`src/rtl/riscv_pkg.sv`:
```
// Shared types and encodings for the ID/EX stage: forward selects, result
// sources, branch funct3 codes and the E-register payload.
package riscv_pkg;

  localparam int unsigned XLEN = 32;
  localparam int unsigned REGW = 5;

  localparam logic [1:0] FWD_REG = 2'b00;
  localparam logic [1:0] FWD_WB  = 2'b01;
  localparam logic [1:0] FWD_MEM = 2'b10;

  localparam logic [1:0] RES_ALU = 2'b00;
  localparam logic [1:0] RES_MEM = 2'b01;
  localparam logic [1:0] RES_PC4 = 2'b10;

  localparam logic [2:0] BR_EQ  = 3'b000;
  localparam logic [2:0] BR_NE  = 3'b001;
  localparam logic [2:0] BR_LT  = 3'b100;
  localparam logic [2:0] BR_GE  = 3'b101;
  localparam logic [2:0] BR_LTU = 3'b110;
  localparam logic [2:0] BR_GEU = 3'b111;

  // Everything decode hands to execute; a bubble is the all-zero value.
  typedef struct packed {
    logic            reg_write;
    logic [1:0]      result_src;
    logic            mem_write;
    logic            jump;
    logic            jalr;
    logic            branch;
    logic [2:0]      alu_control;
    logic            alu_src;
    logic [2:0]      funct3;
    logic [XLEN-1:0] rd1;
    logic [XLEN-1:0] rd2;
    logic [XLEN-1:0] pc;
    logic [XLEN-1:0] pc_plus4;
    logic [XLEN-1:0] imm_ext;
    logic [REGW-1:0] rs1;
    logic [REGW-1:0] rs2;
    logic [REGW-1:0] rd;
  } id_ex_t;

  // Operand forwarding select; the reserved code falls back to the register value.
  function automatic logic [XLEN-1:0] fwd_sel(input logic [1:0]      sel,
                                              input logic [XLEN-1:0] reg_val,
                                              input logic [XLEN-1:0] wb_val,
                                              input logic [XLEN-1:0] mem_val);
    logic [XLEN-1:0] v;
    v = reg_val;
    case (sel)
      FWD_WB:  v = wb_val;
      FWD_MEM: v = mem_val;
      default: v = reg_val;
    endcase
    return v;
  endfunction

endpackage

```
`src/rtl/id_ex_stage_if.sv`:
```
// Decode/hazard/execute signal bundle for the ID/EX stage.
// master: decode + hazard side; slave: the stage itself.
interface id_ex_stage_if;
  import riscv_pkg::*;

  logic                RegWriteD;
  logic [1:0]          ResultSrcD;
  logic                MemWriteD;
  logic                JumpD;
  logic                JalrD;
  logic                BranchD;
  logic [2:0]          ALUControlD;
  logic                ALUSrcD;
  logic [2:0]          Funct3D;
  logic [XLEN-1:0]     RD1D;
  logic [XLEN-1:0]     RD2D;
  logic [XLEN-1:0]     PCD;
  logic [XLEN-1:0]     PCPlus4D;
  logic [XLEN-1:0]     ImmExtD;
  logic [REGW-1:0]     Rs1D;
  logic [REGW-1:0]     Rs2D;
  logic [REGW-1:0]     RdD;
  logic                FlushE;
  logic [1:0]          ForwardAE;
  logic [1:0]          ForwardBE;
  logic [XLEN-1:0]     ALUResultM;
  logic [XLEN-1:0]     ResultW;

  logic                RegWriteE;
  logic                MemWriteE;
  logic [1:0]          ResultSrcE;
  logic [2:0]          ALUControlE;
  logic [REGW-1:0]     Rs1E;
  logic [REGW-1:0]     Rs2E;
  logic [REGW-1:0]     RdE;
  logic [XLEN-1:0]     SrcAE;
  logic [XLEN-1:0]     SrcBE;
  logic [XLEN-1:0]     WriteDataE;
  logic [XLEN-1:0]     PCPlus4E;
  logic [XLEN-1:0]     PCTargetE;
  logic                PCSrcE;

  modport master (
    output RegWriteD, ResultSrcD, MemWriteD, JumpD, JalrD, BranchD, ALUControlD,
           ALUSrcD, Funct3D, RD1D, RD2D, PCD, PCPlus4D, ImmExtD, Rs1D, Rs2D, RdD,
           FlushE, ForwardAE, ForwardBE, ALUResultM, ResultW,
    input  RegWriteE, MemWriteE, ResultSrcE, ALUControlE, Rs1E, Rs2E, RdE,
           SrcAE, SrcBE, WriteDataE, PCPlus4E, PCTargetE, PCSrcE
  );

  modport slave (
    input  RegWriteD, ResultSrcD, MemWriteD, JumpD, JalrD, BranchD, ALUControlD,
           ALUSrcD, Funct3D, RD1D, RD2D, PCD, PCPlus4D, ImmExtD, Rs1D, Rs2D, RdD,
           FlushE, ForwardAE, ForwardBE, ALUResultM, ResultW,
    output RegWriteE, MemWriteE, ResultSrcE, ALUControlE, Rs1E, Rs2E, RdE,
           SrcAE, SrcBE, WriteDataE, PCPlus4E, PCTargetE, PCSrcE
  );

endinterface

```
`src/rtl/id_ex_stage_branch_compare.sv`:
```
// Combinational branch condition evaluation on forwarded operands.
module branch_compare
  import riscv_pkg::*;
(
  input  logic [2:0]      i_funct3,
  input  logic [XLEN-1:0] i_a,
  input  logic [XLEN-1:0] i_b,
  output logic            o_taken_c
);

  // funct3 decode; 010/011 are never taken
  always_comb begin
    o_taken_c = 1'b0;
    case (i_funct3)
      BR_EQ:   o_taken_c = (i_a == i_b);
      BR_NE:   o_taken_c = (i_a != i_b);
      BR_LT:   o_taken_c = ($signed(i_a) <  $signed(i_b));
      BR_GE:   o_taken_c = ($signed(i_a) >= $signed(i_b));
      BR_LTU:  o_taken_c = (i_a <  i_b);
      BR_GEU:  o_taken_c = (i_a >= i_b);
      default: o_taken_c = 1'b0;
    endcase
  end

endmodule

```
`src/rtl/id_ex_stage.sv`:
```
// ID/EX pipeline register with execute-side forwarding, operand muxing,
// branch/jump resolution and redirect target generation.
// Optional statistics counters are enabled by defining EXEC_STATS_EN.
module id_ex_stage
  import riscv_pkg::*;
(
  input  logic          clk,
  input  logic          reset,
  id_ex_stage_if.slave  bus
`ifdef EXEC_STATS_EN
  ,
  output logic [31:0]   BubbleCnt,
  output logic [31:0]   RedirectCnt,
  output logic [31:0]   FwdCnt
`endif
);

  id_ex_t          w_d;
  id_ex_t          r_e;
  logic [XLEN-1:0] w_fwd_a;
  logic [XLEN-1:0] w_fwd_b;
  logic [XLEN-1:0] w_pc_base;
  logic [XLEN-1:0] w_pc_sum;
  logic            w_taken;
  logic            w_pcsrc;

  // Gather decode-side fields into the E payload
  always_comb begin
    w_d             = '0;
    w_d.reg_write   = bus.RegWriteD;
    w_d.result_src  = bus.ResultSrcD;
    w_d.mem_write   = bus.MemWriteD;
    w_d.jump        = bus.JumpD;
    w_d.jalr        = bus.JalrD;
    w_d.branch      = bus.BranchD;
    w_d.alu_control = bus.ALUControlD;
    w_d.alu_src     = bus.ALUSrcD;
    w_d.funct3      = bus.Funct3D;
    w_d.rd1         = bus.RD1D;
    w_d.rd2         = bus.RD2D;
    w_d.pc          = bus.PCD;
    w_d.pc_plus4    = bus.PCPlus4D;
    w_d.imm_ext     = bus.ImmExtD;
    w_d.rs1         = bus.Rs1D;
    w_d.rs2         = bus.Rs2D;
    w_d.rd          = bus.RdD;
  end

  // E register: loads every edge, flush inserts an all-zero bubble
  always_ff @(posedge clk or posedge reset) begin
    if (reset) begin
      r_e <= '0;
    end else if (bus.FlushE) begin
      r_e <= '0;
    end else begin
      r_e <= w_d;
    end
  end

  assign w_fwd_a = fwd_sel(bus.ForwardAE, r_e.rd1, bus.ResultW, bus.ALUResultM);
  assign w_fwd_b = fwd_sel(bus.ForwardBE, r_e.rd2, bus.ResultW, bus.ALUResultM);

  branch_compare u_branch_compare (
    .i_funct3  (r_e.funct3),
    .i_a       (w_fwd_a),
    .i_b       (w_fwd_b),
    .o_taken_c (w_taken)
  );

  assign w_pcsrc   = r_e.jump | (r_e.branch & w_taken);
  assign w_pc_base = r_e.jalr ? w_fwd_a : r_e.pc;
  assign w_pc_sum  = w_pc_base + r_e.imm_ext;

  assign bus.RegWriteE   = r_e.reg_write;
  assign bus.MemWriteE   = r_e.mem_write;
  assign bus.ResultSrcE  = r_e.result_src;
  assign bus.ALUControlE = r_e.alu_control;
  assign bus.Rs1E        = r_e.rs1;
  assign bus.Rs2E        = r_e.rs2;
  assign bus.RdE         = r_e.rd;
  assign bus.SrcAE       = w_fwd_a;
  assign bus.WriteDataE  = w_fwd_b;
  assign bus.SrcBE       = r_e.alu_src ? r_e.imm_ext : w_fwd_b;
  assign bus.PCPlus4E    = r_e.pc_plus4;
  assign bus.PCTargetE   = r_e.jalr ? {w_pc_sum[XLEN-1:1], 1'b0} : w_pc_sum;
  assign bus.PCSrcE      = w_pcsrc;

`ifdef EXEC_STATS_EN
  logic [31:0] r_bubble_cnt;
  logic [31:0] r_redirect_cnt;
  logic [31:0] r_fwd_cnt;

  // Event counters sampled at each edge, wrapping at 2^32
  always_ff @(posedge clk or posedge reset) begin
    if (reset) begin
      r_bubble_cnt   <= '0;
      r_redirect_cnt <= '0;
      r_fwd_cnt      <= '0;
    end else begin
      if (bus.FlushE) r_bubble_cnt <= r_bubble_cnt + 32'd1;
      if (w_pcsrc)    r_redirect_cnt <= r_redirect_cnt + 32'd1;
      if ((bus.ForwardAE != FWD_REG) || (bus.ForwardBE != FWD_REG))
        r_fwd_cnt <= r_fwd_cnt + 32'd1;
    end
  end

  assign BubbleCnt   = r_bubble_cnt;
  assign RedirectCnt = r_redirect_cnt;
  assign FwdCnt      = r_fwd_cnt;
`endif

endmodule
```
`src/flat_wrapper.sv`:
```
// flat-port wrapper written by rule: the top's interface ports become plain ports
module id_ex_stage_flat import riscv_pkg::*;
  (clk, reset, bus_RegWriteD, bus_ResultSrcD, bus_MemWriteD, bus_JumpD, bus_JalrD, bus_BranchD, bus_ALUControlD, bus_ALUSrcD, bus_Funct3D, bus_RD1D, bus_RD2D, bus_PCD, bus_PCPlus4D, bus_ImmExtD, bus_Rs1D, bus_Rs2D, bus_RdD, bus_FlushE, bus_ForwardAE, bus_ForwardBE, bus_ALUResultM, bus_ResultW, bus_RegWriteE, bus_MemWriteE, bus_ResultSrcE, bus_ALUControlE, bus_Rs1E, bus_Rs2E, bus_RdE, bus_SrcAE, bus_SrcBE, bus_WriteDataE, bus_PCPlus4E, bus_PCTargetE, bus_PCSrcE);
  id_ex_stage_if bus_i ();
  input  logic clk;
  input  logic reset;
  input wire logic [$bits(bus_i.RegWriteD)-1:0] bus_RegWriteD;
  input wire logic [$bits(bus_i.ResultSrcD)-1:0] bus_ResultSrcD;
  input wire logic [$bits(bus_i.MemWriteD)-1:0] bus_MemWriteD;
  input wire logic [$bits(bus_i.JumpD)-1:0] bus_JumpD;
  input wire logic [$bits(bus_i.JalrD)-1:0] bus_JalrD;
  input wire logic [$bits(bus_i.BranchD)-1:0] bus_BranchD;
  input wire logic [$bits(bus_i.ALUControlD)-1:0] bus_ALUControlD;
  input wire logic [$bits(bus_i.ALUSrcD)-1:0] bus_ALUSrcD;
  input wire logic [$bits(bus_i.Funct3D)-1:0] bus_Funct3D;
  input wire logic [$bits(bus_i.RD1D)-1:0] bus_RD1D;
  input wire logic [$bits(bus_i.RD2D)-1:0] bus_RD2D;
  input wire logic [$bits(bus_i.PCD)-1:0] bus_PCD;
  input wire logic [$bits(bus_i.PCPlus4D)-1:0] bus_PCPlus4D;
  input wire logic [$bits(bus_i.ImmExtD)-1:0] bus_ImmExtD;
  input wire logic [$bits(bus_i.Rs1D)-1:0] bus_Rs1D;
  input wire logic [$bits(bus_i.Rs2D)-1:0] bus_Rs2D;
  input wire logic [$bits(bus_i.RdD)-1:0] bus_RdD;
  input wire logic [$bits(bus_i.FlushE)-1:0] bus_FlushE;
  input wire logic [$bits(bus_i.ForwardAE)-1:0] bus_ForwardAE;
  input wire logic [$bits(bus_i.ForwardBE)-1:0] bus_ForwardBE;
  input wire logic [$bits(bus_i.ALUResultM)-1:0] bus_ALUResultM;
  input wire logic [$bits(bus_i.ResultW)-1:0] bus_ResultW;
  output wire logic [$bits(bus_i.RegWriteE)-1:0] bus_RegWriteE;
  output wire logic [$bits(bus_i.MemWriteE)-1:0] bus_MemWriteE;
  output wire logic [$bits(bus_i.ResultSrcE)-1:0] bus_ResultSrcE;
  output wire logic [$bits(bus_i.ALUControlE)-1:0] bus_ALUControlE;
  output wire logic [$bits(bus_i.Rs1E)-1:0] bus_Rs1E;
  output wire logic [$bits(bus_i.Rs2E)-1:0] bus_Rs2E;
  output wire logic [$bits(bus_i.RdE)-1:0] bus_RdE;
  output wire logic [$bits(bus_i.SrcAE)-1:0] bus_SrcAE;
  output wire logic [$bits(bus_i.SrcBE)-1:0] bus_SrcBE;
  output wire logic [$bits(bus_i.WriteDataE)-1:0] bus_WriteDataE;
  output wire logic [$bits(bus_i.PCPlus4E)-1:0] bus_PCPlus4E;
  output wire logic [$bits(bus_i.PCTargetE)-1:0] bus_PCTargetE;
  output wire logic [$bits(bus_i.PCSrcE)-1:0] bus_PCSrcE;
  assign bus_i.RegWriteD = bus_RegWriteD;
  assign bus_i.ResultSrcD = bus_ResultSrcD;
  assign bus_i.MemWriteD = bus_MemWriteD;
  assign bus_i.JumpD = bus_JumpD;
  assign bus_i.JalrD = bus_JalrD;
  assign bus_i.BranchD = bus_BranchD;
  assign bus_i.ALUControlD = bus_ALUControlD;
  assign bus_i.ALUSrcD = bus_ALUSrcD;
  assign bus_i.Funct3D = bus_Funct3D;
  assign bus_i.RD1D = bus_RD1D;
  assign bus_i.RD2D = bus_RD2D;
  assign bus_i.PCD = bus_PCD;
  assign bus_i.PCPlus4D = bus_PCPlus4D;
  assign bus_i.ImmExtD = bus_ImmExtD;
  assign bus_i.Rs1D = bus_Rs1D;
  assign bus_i.Rs2D = bus_Rs2D;
  assign bus_i.RdD = bus_RdD;
  assign bus_i.FlushE = bus_FlushE;
  assign bus_i.ForwardAE = bus_ForwardAE;
  assign bus_i.ForwardBE = bus_ForwardBE;
  assign bus_i.ALUResultM = bus_ALUResultM;
  assign bus_i.ResultW = bus_ResultW;
  assign bus_RegWriteE = bus_i.RegWriteE;
  assign bus_MemWriteE = bus_i.MemWriteE;
  assign bus_ResultSrcE = bus_i.ResultSrcE;
  assign bus_ALUControlE = bus_i.ALUControlE;
  assign bus_Rs1E = bus_i.Rs1E;
  assign bus_Rs2E = bus_i.Rs2E;
  assign bus_RdE = bus_i.RdE;
  assign bus_SrcAE = bus_i.SrcAE;
  assign bus_SrcBE = bus_i.SrcBE;
  assign bus_WriteDataE = bus_i.WriteDataE;
  assign bus_PCPlus4E = bus_i.PCPlus4E;
  assign bus_PCTargetE = bus_i.PCTargetE;
  assign bus_PCSrcE = bus_i.PCSrcE;
  id_ex_stage u_core (.clk(clk), .reset(reset), .bus(bus_i));
endmodule
```
`config.mk`:
```
export PLATFORM = sky130hd
export DESIGN_NAME = id_ex_stage_flat
export DESIGN_NICKNAME = d
export VERILOG_FILES = /design/src/rtl/riscv_pkg.sv /design/src/rtl/id_ex_stage_if.sv /design/src/rtl/id_ex_stage_branch_compare.sv /design/src/rtl/id_ex_stage.sv /design/src/flat_wrapper.sv
export SDC_FILE = /design/constraint.sdc
export NUM_CORES = 1
export LEC_CHECK = 0
export ABC_CLOCK_PERIOD_IN_PS = 12900
export BUFFER_PORTS_ARGS = -buffer_cell sky130_fd_sc_hd__buf_2
export CAP_MARGIN = 20
export CORE_ASPECT_RATIO = 0.6
export CORE_MARGIN = 2
export CORE_UTILIZATION = 43
export DETAILED_ROUTE_END_ITERATION = 6
export PLACE_DENSITY = 0.7
export SETUP_SLACK_MARGIN = 0.2
export SYNTH_ARGS = -nofsm -noshare
export SYNTH_HDL_FRONTEND = slang
export SYNTH_SLANG_ARGS = --single-unit
```
`constraint.sdc`:
```
create_clock -name clk -period 12.9 [get_ports clk]
set_clock_uncertainty 0.05 [all_clocks]
set_input_delay 2.58 -clock clk [delete_from_list [all_inputs] [get_ports clk]]
set_output_delay 2.58 -clock clk [all_outputs]
set_load 0.05 [all_outputs]
```
==> flow_summary.ini, run 1 <==
[run_status]
status = finished clean

[sta]
fmax_mhz = 101
max_slew_margin_pct = 33.3
worstMarginPinSlew_ns = 1.00
slew_violations = 0
min_period_ns = 9.86
timing.setup.tns_ns = 0
setup_viol = 0
fin_crit_sh_pct = 76.4
rsz0062_at_grt = no
finalHoldViolCount = 0

[die]
die_area_sq_um = 26700
die_h_um = 127
io_pins = 443
core_sq_um = 25100
row_count = 45
initial_core_util_pct = 43.4
die_x_um = 210

[cts]
hold_buffers = 0
clock_path_buffers = 2
cts_buffers = 17
clkSlewWorstSetupHoldPaths_ns = 0.07
cts_sinks = 189
post_cts_buffers = 0
post_cts_resized = 0
cts-htree-levels = 4
cts_tree = built
root_buffer = clkbuf_16

[synth]
async_flop_share_pct = 100
netlist_area_sq_um = 10900
ys_top_cells_by_area = dfrtp_1 43%, nor2b_1 11%, ha_1 7.7%
synth_top_cell_area_share_pct = 43.4
syn_nets = 1479
syn_inst = 1151
synthFlopType = dfrtp_1
synth_cell_types = 66
ys_seq_area_share_pct = 43.4
avgSynthCellArea_sq_um = 9.47
ys_warn_count = 0
yosysTopAreaCell = dfrtp_1
synth_edf_count = 0
synth-seq-cells = 189

[global_route]
grt_overflow = 0
grt_antenna_before_repair = 3
grt_max_degree = 118
grt_first_pass_wirelength_um = 54800
track_usage_pct = 27.3
grt_pass1_vias = 9313

[route]
post_drt_via_cell_ratio = 5.30
wl_per_cell_um = 20.0
antenna_left = 0
vias = 9790
routed_wl_um = 37000
first_pass_iters = 5
drc = 0
drtIter0Drc = 779

[cells_and_area]
final_cell_mix = 441 x buf_2, 193 x nor2b_1, 187 x dfrtp_1, 82 x nand2_1, 80 x o21ai_0
fill_cells = 2309
final_common_cell = buf_2
fin_cells = 1848
multi_input_area_sq_um = 5340
seqCellArea_sq_um = 4730
drive_gt1_share_pct = 35.2
area_growth_pct = 25.0
final_nets = 1831

[placed_design]
place_congestion = 0.947
io_buffers = 442
dp_hpwl_um = 27600
dp.cells = 1812

[setup_path]
crit_arrival_ns = 7.23
critical_path_class = input port to primary output
path_max_fanout = 38
critPathRequiredTime_ns = 10.27
endpoint_kind = primary output
start_kind = input port

[power]
irDropWorstVdd_mv = 0.0857
power.share.clock_pct = 31.4
power_density_nw_per_um2 = 132
p_leak_nw = 7.12
pwr-share-comb_pct = 33.3
switching_share_pct = 38.7
power.internal_mw = 1.11
p_sw_mw = 0.699
pwr-share-seq_pct = 35.3

[hold_path]
min_path_type = input port to async pin

[job]
cap_violations = 0
-- cells in the mapped netlist (all sizes together) (19+ instances only) --
| cell type | count |
|---|---|
| clkbuf | 58 |
| a22oi | 65 |
| nand3 | 19 |
| a21oi | 73 |
| dfrtp | 189 |
| inv | 57 |
| mux2 | 32 |
| nor2 | 49 |
| ha | 67 |
| nand2 | 82 |
| o21ai | 83 |
| buf | 57 |
| nor2b | 193 |
-- layer usage --
metal | global-route usage (%) | vias up | share of wire [%]
met3 | 7.89 | 27 | 9.3
met2 | 41.3 | 469 | 44
met1 | 38.8 | 4696 | 46
li1 | - | 4596 | -
met4 | 6.47 | 2 | 1.3
met5 | 0 | - | 0.035
-- path summary, 6_finish.rpt --
path                                   from                      end  depth (start not counted)
worst max-delay path       bus_ForwardAE[0]        bus_PCTargetE[24]                         16
worst min-delay path                  reset  u_core.bus.PCPlus4E[10]                          2
max in group asynchronous             reset          u_core.r_e[127]                          3
min in group clk                 bus_RdD[3]        u_core.bus.RdE[3]                          2
-- area by class of cell --
type                            count  area share, %
Clock inverter                     13           1.29
Tap cell                          329           3.02
Multi-Input combinational cell    790           39.2
Inverter                           57           1.62
Sequential cell                   189           34.7
Antenna cell                        3         0.0551
Clock buffer                       19           3.25
Timing Repair Buffer              448           16.8
-- cells by family (layout without fill, tap and decap cells) --
kind of cell	count (synthesis)	count (layout)	share of synthesized area (%)
other	0	3	0
AO/OA/AOI/OAI	282	282	16.4
flip-flops	189	189	43.4
multiplexers	33	33	3.40
AND/OR/NAND/NOR	382	382	19.3
buffers and inverters	172	537	7.71
adder cells (fa/ha/maj)	68	68	7.87
XOR/XNOR	25	25	2.01
-- sequential cells by signal, summed over array words and instances (netlist names) --
| name | count |
|---|---|
| u_core.bus.MemWriteE | 1 |
| u_core.bus.Rs1E | 5 |
| u_core.bus.RegWriteE | 1 |
| u_core.bus.RdE | 5 |
| u_core.bus.ALUControlE | 3 |
| u_core.r_e | 135 |
| u_core.bus.ResultSrcE | 2 |
| u_core.bus.Rs2E | 5 |
| u_core.bus.PCPlus4E | 32 |
-- worst max-delay path, stage by stage --
cell and delay, ns:
buf_2 0.11, inv_1 0.05, ha_2 0.70, buf_12 0.27
o21ai_0 0.18, mux2_2 0.29, ha_1 0.20, fa_1 0.41
a21oi_1 0.24, o211ai_1 0.17, a31oi_1 0.64, o22ai_2 0.29
a21boi_0 0.51, o211ai_1 0.17, nand3_1 0.11, buf_2 0.26
-- power groups by stage --
stage / logic (mW) / registers, mW / clock network, mW
6_report: 0.601 / 0.636 / 0.567
5_1_grt: 0.641 / 0.638 / 0.601
4_1_cts: 0.597 / 0.637 / 0.578
3_5_place_dp: 0.594 / 0.648 / 0
3_3_place_gp: 0.589 / 0.648 / 0
2_1_floorplan: 0.433 / 0.642 / 0
-- stage by stage --
stage,hold slack [ns],worst slack (ns),instance area (sq um),power (mW),util (%)
6_report,2.20,3.04,13600,1.80,54.3
3_5_place_dp,2.75,3.17,13000,1.24,51.7
4_1_cts,2.27,3.15,13600,1.81,54.1
2_1_floorplan,2.67,2.42,10900,1.07,-
3_3_place_gp,2.75,2.88,13000,1.24,51.6
5_1_grt,2.27,2.84,13600,1.88,54.3
No activity file was read; power rests on OpenSTA's default activity.
==> run 2, diff against run 1 <==
--- a/config.mk
+++ b/config.mk
@@ -5,7 +5,7 @@
 export SDC_FILE = /design/constraint.sdc
 export NUM_CORES = 1
 export LEC_CHECK = 0
-export ABC_CLOCK_PERIOD_IN_PS = 12900
+export ABC_CLOCK_PERIOD_IN_PS = 9400
 export BUFFER_PORTS_ARGS = -buffer_cell sky130_fd_sc_hd__buf_2
 export CAP_MARGIN = 20
 export CORE_ASPECT_RATIO = 0.6
==> constraint.sdc (replaced) <==
create_clock -name clk -period 9.4 [get_ports clk]
set_clock_uncertainty 0.05 [all_clocks]
set_input_delay 1.88 -clock clk [delete_from_list [all_inputs] [get_ports clk]]
set_output_delay 1.88 -clock clk [all_outputs]
set_load 0.05 [all_outputs]
==> run 2 against run 1 <==
Effect of this change: final cell count grew 0.11%; clock power grew 36%; sequential cell count is the same; setup slack lost 2.0 ns; critical path depth shrank 1; core utilization shrank 0.11 points; total power grew 37%; final area shrank 0.21%; first-iteration DRC count shrank 9.9%; wire length shrank 0.61%; worst hold slack lost 0.65 ns; critical endpoint is now bus_PCTargetE[30]; largest cell class unchanged; largest power group unchanged.
==> flow_summary.ini, run 2 (same netlist as run 1, synthesis figures left out) <==
[global_route]
grt_max_degree = 126
grt_pass1_vias = 9248
grt_antenna_before_repair = 11
grt_first_pass_wirelength_um = 54500
grt_overflow = 0
track_usage_pct = 27.2

[setup_path]
path_max_fanout = 38
path_delay_family = compound AO/OA/AOI/OAI gates
slowest_stage = ha_2
endpoint_kind = primary output
critPathBufInv = 3
critical_path_class = input port to primary output
crit_path_cell_trace = buf_2 > inv_1 > ha_2 > o21ai_0 > mux2_2 > ha_1 > fa_1 > a21oi_1 > o211ai_1 > a31oi_1 > o22ai_2 > a21oi_4 > nor3_1 > or3b_1 > buf_2
crit_path_frequent_cell = buf_2
crit_arrival_ns = 6.41
worst_path_largest_cell_delay_ns = 0.74
critPathRequiredTime_ns = 7.47
start_kind = input port

[route]
first_pass_iters = 5
post_drt_via_cell_ratio = 5.28
wl_per_cell_um = 19.9
routed_wl_um = 36700
vias = 9769
drtIter0Drc = 702
antenna_left = 0
drc = 0

[die]
initial_core_util_pct = 43.4
core_sq_um = 25100
die_area_sq_um = 26700
die_h_um = 127
die_x_um = 210
row_count = 45
io_pins = 443

[cts]
clkSlewWorstSetupHoldPaths_ns = 0.07
clock_path_buffers = 2
cts_tree = built
root_buffer = clkbuf_16
cts-htree-levels = 4
cts_sinks = 189
post_cts_buffers = 0
post_cts_resized = 0
cts_buffers = 17
hold_buffers = 0

[placed_design]
io_buffers = 442
place_congestion = 0.900
dp_hpwl_um = 27700

[power]
p_total_mw = 2.46
pwr-share-comb_pct = 33.2
irDropWorstVdd_mv = 0.160
power.internal_mw = 1.51
pwr-share-seq_pct = 35.6
power.share.clock_pct = 31.2
p_sw_mw = 0.956
switching_share_pct = 38.8
p_leak_nw = 7.11
power_density_nw_per_um2 = 181

[cells_and_area]
final_nets = 1830
area_growth_pct = 24.8
top_register = u_core.r_e
largest_reg_flops = 135
drive_gt1_share_pct = 35.1
final_cell_mix = 441 x buf_2, 193 x nor2b_1, 187 x dfrtp_1, 82 x nand2_1, 80 x o21ai_0
final_common_cell = buf_2

[run_status]
status = finished clean

[sta]
worstMarginPinSlew_ns = 1.03
setup_viol = 0
min_period_ns = 8.34
finalHoldViolCount = 0
max_slew_margin_pct = 31.3
slew_violations = 0
fin_crit_sh_pct = 88.7
timing.setup.tns_ns = 0
fmax_mhz = 120
rsz0062_at_grt = no

[hold_path]
min_path_type = input port to async pin

[job]
cap_violations = 0
run 2: final cells by class:
class / count / area (sq um)
fillers: 2316 / 11500
multi-input cells: 790 / 5340
flip-flops and latches: 189 / 4730
repair buffers: 447 / 2270
clock buffers: 17 / 425
well taps: 329 / 412
inverters: 57 / 221
clock inverters: 14 / 183
diodes: 7 / 17.5
run 2: power by group through the flow:
stage | clock [mW] | combinational (mW) | sequential, mW
after global routing | 0.821 | 0.873 | 0.880
after global placement | 0 | 0.802 | 0.893
after floorplan | 0 | 0.594 | 0.881
after detailed placement | 0 | 0.810 | 0.893
after CTS | 0.787 | 0.813 | 0.878
final | 0.769 | 0.818 | 0.876
run 2: how the worst max path moves through the flow:
stage                                start                end  slack [ns]  depth (start not counted)
after global routing      bus_ForwardAE[0]  bus_PCTargetE[24]        0.88                         15
after global placement    bus_ForwardAE[0]  bus_PCTargetE[30]        1.28                         15
after CTS                 bus_ForwardAE[0]  bus_PCTargetE[30]        1.18                         15
final                     bus_ForwardAE[0]  bus_PCTargetE[30]        1.06                         15
after detailed placement  bus_ForwardAE[0]  bus_PCTargetE[30]        1.19                         15
after floorplan           bus_ForwardAE[0]  bus_PCTargetE[27]        0.32                         14
run 2: metal layers:
layer  track usage [%]  vias to the layer above  part of all wire [%]
met5                 0                        -                  0.11
met1              39.4                     4718                    47
met2              40.2                      404                    43
li1                  -                     4594                     -
met4              8.68                        6                   2.0
met3              6.76                       47                   7.4
run 2: per-stage QoR:
step / instances / cell area, sq um / worst slack [ns] / hold WS (ns) / utilization, %
4_1_cts: 1842 / 13600 / 1.18 / 1.56 / 54.0
3_5_place_dp: 1811 / 13000 / 1.19 / 2.05 / 51.6
3_3_place_gp: 1811 / 13000 / 1.28 / 2.05 / 51.6
6_report: 1850 / 13600 / 1.06 / 1.54 / 54.2
2_1_floorplan: 1151 / 10900 / 0.316 / 1.97 / -
5_1_grt: 1850 / 13600 / 0.876 / 1.57 / 54.2
==> run 3, diff against run 2 <==
--- a/config.mk
+++ b/config.mk
@@ -8,11 +8,10 @@
 export ABC_CLOCK_PERIOD_IN_PS = 9400
 export BUFFER_PORTS_ARGS = -buffer_cell sky130_fd_sc_hd__buf_2
 export CAP_MARGIN = 20
-export CORE_ASPECT_RATIO = 0.6
-export CORE_MARGIN = 2
-export CORE_UTILIZATION = 43
+export CORE_AREA = 2 2 172 174
 export DETAILED_ROUTE_END_ITERATION = 6
-export PLACE_DENSITY = 0.7
+export DIE_AREA = 0 0 174 176
+export PLACE_DENSITY = 0.63
 export SETUP_SLACK_MARGIN = 0.2
 export SYNTH_ARGS = -nofsm -noshare
 export SYNTH_HDL_FRONTEND = slang
==> run 3 against run 2 <==
Effect of this change: via count decreased by 1.2%; count of clock-buffer cells in the layout unchanged; sequential share of layout area decreased by 0.19 points; die area increased by 15%; non-clock buffer count increased by 4; clock power about the same; sequential cell count unchanged; combinational power about the same.
==> flow_summary.ini, run 3 (same netlist as run 1, synthesis figures left out) <==
[cts]
root_buffer = clkbuf_16
cts_tree = built
post_cts_resized = 0
hold_buffers = 0
post_cts_buffers = 0
clkSlewWorstSetupHoldPaths_ns = 0.10
cts_buffers = 17
clock_path_buffers = 2
cts-htree-levels = 4
cts_sinks = 189

[die]
core_sq_um = 28500
row_count = 62
initial_core_util_pct = 38.2
die_area_sq_um = 30600
die_h_um = 176
die_x_um = 174
io_pins = 443

[global_route]
grt_max_degree = 120
track_usage_pct = 23.8
grt_first_pass_wirelength_um = 55300
grt_overflow = 0
grt_pass1_vias = 9674
grt_antenna_before_repair = 8

[setup_path]
start_kind = input port
critPathRequiredTime_ns = 7.47
path_max_fanout = 34
crit_arrival_ns = 6.50
crit_end = bus_PCTargetE[30]
endpoint_kind = primary output
critical_path_class = input port to primary output
startpoint = bus_ForwardAE[0]

[route]
first_pass_iters = 6
routed_wl_um = 37100
post_drt_via_cell_ratio = 5.07
antenna_left = 0
vias = 9656
drtIter0Drc = 691
drc = 0
wl_per_cell_um = 19.5

[sta]
finalWorstSetupSlack_ns = 0.969
min_period_ns = 8.43
slew_violations = 0
fin_crit_sh_pct = 89.7
rsz0062_at_grt = no
finalHoldViolCount = 0
worstMarginPinSlew_ns = 1.02
timing.setup.tns_ns = 0
fmax_mhz = 119
setup_viol = 0
max_slew_margin_pct = 31.8

[placed_design]
dp_hpwl_um = 28200
dp.cells = 1871
io_buffers = 442
place_congestion = 0.933
preCtsSetupSlack_ns = 0.942

[cells_and_area]
area_growth_pct = 25.4
top_register = u_core.r_e
fill_cells = 2864
drive_gt1_share_pct = 35.4
fin_util_pct = 47.9
largest_reg_flops = 135
final_common_cell = buf_2
final_nets = 1834
final_cell_mix = 441 x buf_2, 193 x nor2b_1, 187 x dfrtp_1, 82 x nand2_1, 80 x o21ai_0
fin_cells = 1905

[hold_path]
min_path_type = input port to async pin

[power]
p_leak_nw = 7.11
irDropWorstVdd_mv = 0.118
power_density_nw_per_um2 = 179
p_total_mw = 2.45

[job]
cap_violations = 0

[run_status]
status = finished clean
==> run 3: changes by cell type in the layout (fill, tap and decap cells not counted), sizes merged <==
cell / change
buf: +4
clkinvlp: +1
inv: +1
bufinv: -3
diode: -5
clkinv: +2
==> run 3: power by group <==
group          total (mW)  switching, mW  internal (mW)
sequential          0.869         0.0159          0.853
combinational       0.818          0.588          0.230
clock               0.766          0.401          0.364
==> run 3: worst min-delay path by stage <==
stage	slack [ns]	endpoint	startpoint
2_1_floorplan	1.97	u_core.bus.ALUControlE[0]	bus_ALUControlD[0]
5_1_grt	1.57	u_core.bus.PCPlus4E[3]	reset
3_5_place_dp	2.05	u_core.bus.PCPlus4E[2]	reset
3_3_place_gp	2.05	u_core.bus.PCPlus4E[2]	reset
4_1_cts	1.56	u_core.bus.PCPlus4E[2]	reset
6_report	1.49	u_core.bus.PCPlus4E[2]	reset
==> run 3: worst max-delay path, stage by stage <==
cell      delay, ns
buf_2          0.10
inv_1          0.04
ha_2           0.71
buf_4          0.45
o21ai_0        0.26
mux2_2         0.33
ha_1           0.35
a21oi_1        0.25
o211ai_1       0.15
a31oi_1        0.68
o22ai_2        0.31
a21oi_4        0.29
nor3_1         0.07
or3b_1         0.36
buf_2          0.22
==> run 3: routing by layer <==
metal  wire length, um  global-route usage, %  vias up
met5                13                      0        -
met4              1170                   9.03        2
met3              2620                   5.58       74
met2             18400                   41.7      428
met1             14900                   28.5     4558
li1                  -                      -     4594
==> run 3: cell type report <==
cell class	instances	area, sq um	share of cell area, %
Antenna cell	2	5.00	0.0366
Tap cell	384	480	3.51
Multi-Input combinational cell	790	5340	39.1
Inverter	57	221	1.62
Clock buffer	17	425	3.11
Clock inverter	15	184	1.34
Timing Repair Buffer	451	2290	16.7
Sequential cell	189	4730	34.6
==> run 3: metrics by stage <==
step	hold WS [ns]	area, sq um
after global placement	2.05	13100
after floorplan	1.97	10900
after detailed placement	2.05	13100
after CTS	1.56	13700
after global routing	1.57	13700
final	1.49	13700
